**src/rtl/inst_loader.sv**
```systemverilog
// Instruction-memory debug loader: assembles big-endian words from
// UART bytes and writes them sequentially until halt or memory full.
module inst_loader #(
   parameter int                    len_data  = 32,
   parameter int                    len_addr  = 7,
   parameter logic [len_data-1:0]   halt_word = 32'hFFFF_FFFF
) (
   input  logic                  clk,
   input  logic                  reset,
   input  logic                  in_start,
   input  logic [7:0]            in_rx_data,
   input  logic                  in_rx_done,
   output logic                  out_debug_flag,
   output logic [len_addr-1:0]   out_addr_debug,
   output logic [len_data-1:0]   out_ins_to_mem,
   output logic                  out_wea_ram_inst,
   output logic [len_addr:0]     out_word_count,
   output logic                  out_load_done,
   output logic                  out_error
);

   localparam int N  = len_data / 8;
   localparam int CW = $clog2(N + 1);

   localparam logic [CW-1:0]       LAST     = CW'(N - 1);
   localparam logic [len_addr-1:0] ADDR_MAX = '1;

   typedef enum logic [1:0] {
      IDLE,
      RECV,
      WRITE,
      DONE
   } state_t;

   state_t              state;
   logic [CW-1:0]       byte_cnt;
   logic [len_data-1:0] shift;
   logic [len_data-1:0] shift_nx;

   // First byte of a word ends up in the MSB after N shifts.
   assign shift_nx = {shift[len_data-9:0], in_rx_data};

   // Load sequencer; every output is registered here.
   always_ff @(posedge clk or negedge reset) begin
      if (!reset) begin
         state            <= IDLE;
         byte_cnt         <= '0;
         shift            <= '0;
         out_debug_flag   <= 1'b0;
         out_addr_debug   <= '0;
         out_ins_to_mem   <= '0;
         out_wea_ram_inst <= 1'b0;
         out_word_count   <= '0;
         out_load_done    <= 1'b0;
         out_error        <= 1'b0;
      end else begin
         unique case (state)
            IDLE, DONE: begin
               if (in_start) begin
                  state          <= RECV;
                  byte_cnt       <= '0;
                  shift          <= '0;
                  out_debug_flag <= 1'b1;
                  out_addr_debug <= '0;
                  out_word_count <= '0;
                  out_load_done  <= 1'b0;
                  out_error      <= 1'b0;
               end
            end
            RECV: begin
               if (in_rx_done) begin
                  shift <= shift_nx;
                  if (byte_cnt == LAST) begin
                     out_ins_to_mem   <= shift_nx;
                     out_wea_ram_inst <= 1'b1;
                     byte_cnt         <= '0;
                     state            <= WRITE;
                  end else begin
                     byte_cnt <= byte_cnt + 1'b1;
                  end
               end
            end
            WRITE: begin
               out_wea_ram_inst <= 1'b0;
               out_word_count   <= out_word_count + 1'b1;
               // A strobe here is the first byte of the next word.
               if (in_rx_done) begin
                  shift    <= shift_nx;
                  byte_cnt <= CW'(1);
               end
               if (out_ins_to_mem == halt_word) begin
                  state          <= DONE;
                  out_debug_flag <= 1'b0;
                  out_load_done  <= 1'b1;
               end else if (out_addr_debug == ADDR_MAX) begin
                  state          <= DONE;
                  out_debug_flag <= 1'b0;
                  out_load_done  <= 1'b1;
                  out_error      <= 1'b1;
               end else begin
                  out_addr_debug <= out_addr_debug + 1'b1;
                  state          <= RECV;
               end
            end
            default: state <= IDLE;
         endcase
      end
   end

endmodule

```
**config.mk**
```make
export PLATFORM = sky130hd
export DESIGN_NAME = inst_loader
export DESIGN_NICKNAME = d
export VERILOG_FILES = /design/src/rtl/inst_loader.sv
export SDC_FILE = /design/constraint.sdc
export NUM_CORES = 1
export LEC_CHECK = 0
export ABC_CLOCK_PERIOD_IN_PS = 2400
export BUFFER_PORTS_ARGS = -buffer_cell sky130_fd_sc_hd__buf_2
export CORE_UTILIZATION = 55
export DETAILED_ROUTE_END_ITERATION = 8
export PLACE_DENSITY = 0.85
export REMOVE_ABC_BUFFERS = 1
export SYNTH_ARGS = -nofsm -noshare
export SYNTH_HDL_FRONTEND = slang
export SYNTH_SLANG_ARGS = --single-unit
```
**constraint.sdc**
```tcl
create_clock -name clk -period 2.4 [get_ports clk]
set_clock_uncertainty 0.05 [all_clocks]
set_input_delay 0.24 -clock clk [delete_from_list [all_inputs] [get_ports clk]]
set_output_delay 0.24 -clock clk [all_outputs]
set_load 0.005 [all_outputs]
```
# After elaboration in Yosys (flattened, before gate mapping)

Index checks and enable logic that the tools add are counted.

Register bits: 80
Word-level logic and storage cells: 75

Add/sub/neg operators: 3
Equality and inequality tests: 15
Mux-type cells: 33
Reduce and logical (&&, ||, !) cells: 14

Operators by type and width:

| cell                 | number |
|---|---|
| $mux 24              | 2 |
| $pmux 24 s2          | 1 |
| $eq 32x32->1 const B | 1 |
| $mux 7               | 3 |
| $pmux 8 s2           | 1 |
| $reduce_and 3->1     | 5 |
| $ne 2x2->1 const B   | 7 |
| $pmux 7 s2           | 1 |
| $mux 3               | 4 |
| $mux 2               | 5 |
| $mux 1               | 9 |
| $pmux 3 s3           | 1 |
| $add 8x1->8 const B  | 1 |
| $mux 8               | 1 |
| $pmux 1 s2           | 4 |
| $reduce_and 4->1     | 2 |
| $add 7x1->7 const B  | 1 |
| $eq 7x7->1 const B   | 1 |
| $pmux 2 s3           | 1 |
| $eq 2x2->1 const B   | 2 |
| $reduce_and 2->1     | 2 |
| $reduce_bool 2->1    | 2 |
| $reduce_or 2->1      | 2 |
| $add 3x1->3 const B  | 1 |
| other kinds (5)      | 5 |

# Longest topological paths before layout

Depth after elaboration: 4
Depth in mapped cells: 8
Depth with buffers taken out: 7

# Worst setup path before layout

OpenSTA, ideal clock, no wires.

Path type: reg2reg
Start: register state[0]
End: register out_word_count[5]
Setup time: 131 ps
Data arrival time: 1,658 ps
Data required time: 2,219 ps
Setup slack: 561 ps
Cell stages (with the launch flop): 9
Path buffers: 1
Clock period less this slack: 1,839 ps
Cell sequence: dfrtp_1 inv_1 ha_1 buf_6 mux2i_1 nor2_1 nand3_1 xor2_1 nor2_1

Word-level cells in the longest chain between the ends: 4

RTL lines:

| element                                                                 | line | RTL |
|---|---|---|
| start: declaration                                                      | 35   | `state_t state;` |
| start signal: assignment                                                | 46   | `state <= IDLE;` |
| start signal: assignment                                                | 60   | `state <= RECV;` |
| start signal: assignment                                                | 77   | `state <= WRITE;` |
| $eq 2x2->1 / $logic_not 2->1 (equally long branches)                    | 57   | `unique case (state)` |
| $reduce_or 2->1                                                         | 57   |  |
| $ne 2x2->1 (no source line) / $reduce_bool 2->1 (equally long branches) | n/a  |  |
| $reduce_and 2->1 (no source line)                                       | n/a  |  |
| end signal: assignment                                                  | 85   | `out_word_count <= out_word_count + 1'b1;` |
| end: declaration                                                        | 17   | `output logic [len_addr:0] out_word_count,` |

Several ways; a longest one is shown, not always the timed one.
A chain may end at the register's enable or synchronous reset.

# Worst setup path in the final report

Start: register state[0]
End: register out_addr_debug[3]

Word-level cells in the longest chain between the ends: 4

RTL lines:

| element                                                                 | line | RTL |
|---|---|---|
| $eq 2x2->1 / $logic_not 2->1 (equally long branches)                    | 57   |  |
| $reduce_or 2->1                                                         | 57   |  |
| $ne 2x2->1 (no source line) / $reduce_bool 2->1 (equally long branches) | n/a  |  |
| $reduce_and 4->1 (no source line)                                       | n/a  |  |
| end signal: assignment                                                  | 101  | `out_addr_debug <= out_addr_debug + 1'b1;` |
| end: declaration                                                        | 14   | `output logic [len_addr-1:0] out_addr_debug,` |

Several ways; a longest one is shown, not always the timed one.

==> results.md <==
- Core Util, Final: 0.6777
- Final count of hold timing violations: 0
- Largest net degree at the start of global routing: 48
- Post-route ant nets: 0
- Dpl ws: 0.1693 ns
- Post-synthesis xor/xnor area fraction: 0.01562
- Worst path depth: 7
- Io pins: between 60 and 70
- Simple-gate share of the synthesized area: 0.1042
- Placer Congestion: 0.7948
- Total gr overflow: 0
- Post-synth top area share: 0.5952
- Die Ht: 80.20 um
- Synth area leader: dfrtp_1
- Initial antenna violation count: 0
- Buf+Inv Stages, Crit Path: 1
- Gr usage total: 0.2289
- CTS H-tree lvls: 3
- CP Capture Type: register
- Critical path, cell by cell: inv_1 > ha_1 > nand2b_1 > nand2_1 > nor2_1 > and3_1 > a211o_1
- CP Class: register to register
- Max clock buf depth: 2
- PortBufs: between 60 and 70
- Synth Area in Compound Gates: 0.1287
- Worst slew pin tran: ~0.63 ns
- FF-to-FF path depth: 7
- Antenna Cells: 0
- CP required: 2.58 ns
- Core Rows: 28
- Area Overhead vs Synth: 19.31%
- DRC: 0
- Post-route setup slack: 0.3229 ns
- DRT iter0 DRCs: approximately 120
- Clock-pin slew on the worst setup and hold paths: 0.08 ns
- Fin nets: 352
- Clock Root Buffer: clkbuf_8
- Synth Instances: 264
- Synth area leaders: dfrtp_1 60%, mux2_2 11%, a22o_1 6.8%
- First-pass GRT wire length: 10980 um
- Main flop type after synthesis: dfrtp_1
- Cell Pwr Density: around 1000 mW/mm^2
- Fraction of layout cells with a size suffix above 1: 0.3658
- CTS tree: done
- Final Non-Filler Cells: ~410
- Sequential area share after synthesis: 0.5952
- Mux cell area share after synthesis: 0.1101
- Routed vias/inst: 5.720
- Router iterations before antenna repair: 4
- CTS Buf Count: 9
- Number of flops mapped to enable cells by yosys: 0
- RSZ-0062 raised after global routing: no
- Delay-heaviest family, CP: simple AND/OR/NAND/NOR gates
- Post-CTS Repair Setup Buffers: 0
- Register bit count reported by yosys: 80
- Die area: 0.006432 mm^2
- Main combinational cell family by area after synthesis: compound AO/OA/AOI/OAI gates
- Peak VDD IR: slightly below 0.0006 V
- Placed Cells: 397
- Routed WL: about 6600 um
- Largest stage delay, worst path: 0.52 ns
- Outcome: completed
- Max_slew headroom: 0.5814
- HPWL Detailed: about 4600 um
- Post-Synth Adder-Cell Area: 0.02232
- Slew Viols, Final: 0
- Tmin final: 2.077 ns
- Endpoints failing setup: 0
- Leak pwr: 2.143 nW
- Worst-path fanout max: 11
- Vias in the first global route: 2305
- Crit path arrival time: 2.26 ns
- Count leader, synth: dfrtp_1
- Syn Std Cell Area: 0.003363 mm^2
- Commonest cells post-synth: 80 x dfrtp_1, 32 x mux2_2, 26 x a22o_1, 18 x nand2_1, 14 x nor2_1
- Clock Latency Late Sink: 0.35 ns
- Fmax: 0.4814 GHz
- Total Power: approximately 4.1 mW
- Clock Sinks: 80
- Hold Path Class: input pin to register
- Max stage delay cell, worst path: ha_1
- Mean Syn Cell Area: 12.74 um^2
- Netlist cell types: 37
- Warnings, synthesis: 0
- Crit share post-route: 0.8655
- Die width: between 80 and 90 um
- Worst setup SP type: register
- Core region area: 0.005921 mm^2
- FFs w/ async S/R, synth: 1.000
- Hold depth: 2
- Max-Cap Viols: 0
- Initial core utilization: 0.5680
- DR WL/cell: roughly 16 um
- Via total after detailed routing: between 2000 and 2500
==> metrics by stage <==
stage,area (um^2),hold WS (ns),setup TNS [ns]
floorplan,3313,-0.1056,-6.330
global placement,3781,0.2255,0
detailed placement,3781,0.2333,0
CTS,4001,0.06431,0
global route,4013,0.06488,0
finish,4013,0.07751,0
==> repair_timing <==
action	CTS	global route
hold buffers	1	0
hold endpoints to repair	46	0
gates resized for setup	0	2
endpoints found under the setup margin	0	25
==> cell usage in the layout, fill, tap and decap left out, drive strengths merged, types with 6 or more instances in the layout <==
cell	n
a21oi	7
nand3	6
buf	68
nor2	14
o21ai	11
a22o	26
clkbuf	10
nand4	12
inv	12
dfrtp	80
mux2	32
ha	6
nand2	18
==> per-layer routing <==
metal | wire (um) | global-route usage
met4 | 81 | 0.08929
met2 | 3143 | 0.3530
met5 | 0 | 0
met1 | 3016 | 0.3121
met3 | 315 | 0.05682
==> where the power goes <==
part,leakage (nW),switching [mW],internal [mW],total (mW)
clock,0.104,0.512,0.524,1.04
combinational,0.959,0.598,0.502,1.10
sequential,1.08,0.264,1.67,1.93
total,2.14,1.37,2.69,4.07
==> cells by family (layout without fill, tap and decap cells) <==
logic type	count (synthesis)	in the layout
DFF	80	80
xor gates and xnor gates	6	6
AOI/OAI and AO/OA	59	59
muxes	33	33
buffers and inverters	18	93
and+or+nand+nor	62	62
adders and majority gates	6	6
==> sequential cells by signal, summed over array words and instances, names as in the netlist <==
name              flops
out_ins_to_mem       32
shift                24
out_word_count        8
out_addr_debug        7
byte_cnt              3
state                 2
out_debug_flag        1
out_error             1
out_load_done         1
out_wea_ram_inst      1
==> worst paths after layout <==
kind                                             endpoint  slack, ns                  start
min                                  shift[7]$_DFFE_PN0P_       0.08          in_rx_data[7]
min in group asynchronous   out_word_count[2]$_DFFE_PN0P_       0.39                  reset
max                         out_addr_debug[3]$_DFFE_PN0P_       0.32   state[0]$_DFFE_PN0P_
max in group asynchronous  out_ins_to_mem[25]$_DFFE_PN0P_       1.31                  reset
max reg2reg                 out_addr_debug[3]$_DFFE_PN0P_       0.32   state[0]$_DFFE_PN0P_
min reg2reg                         shift[17]$_DFFE_PN0P_       0.45  shift[17]$_DFFE_PN0P_
==> final cells by class <==
class | count | area [um^2]
sequential | 80 | 2002
fill | 444 | 1908
multi-input combinational | 166 | 1296
timing repair buffer | 69 | 380.4
clock buffer | 10 | 137.6
tap | 75 | 93.84
clock inverter | 6 | 72.57
inverter | 8 | 30.03
No activity file was read; power rests on OpenSTA's default activity.
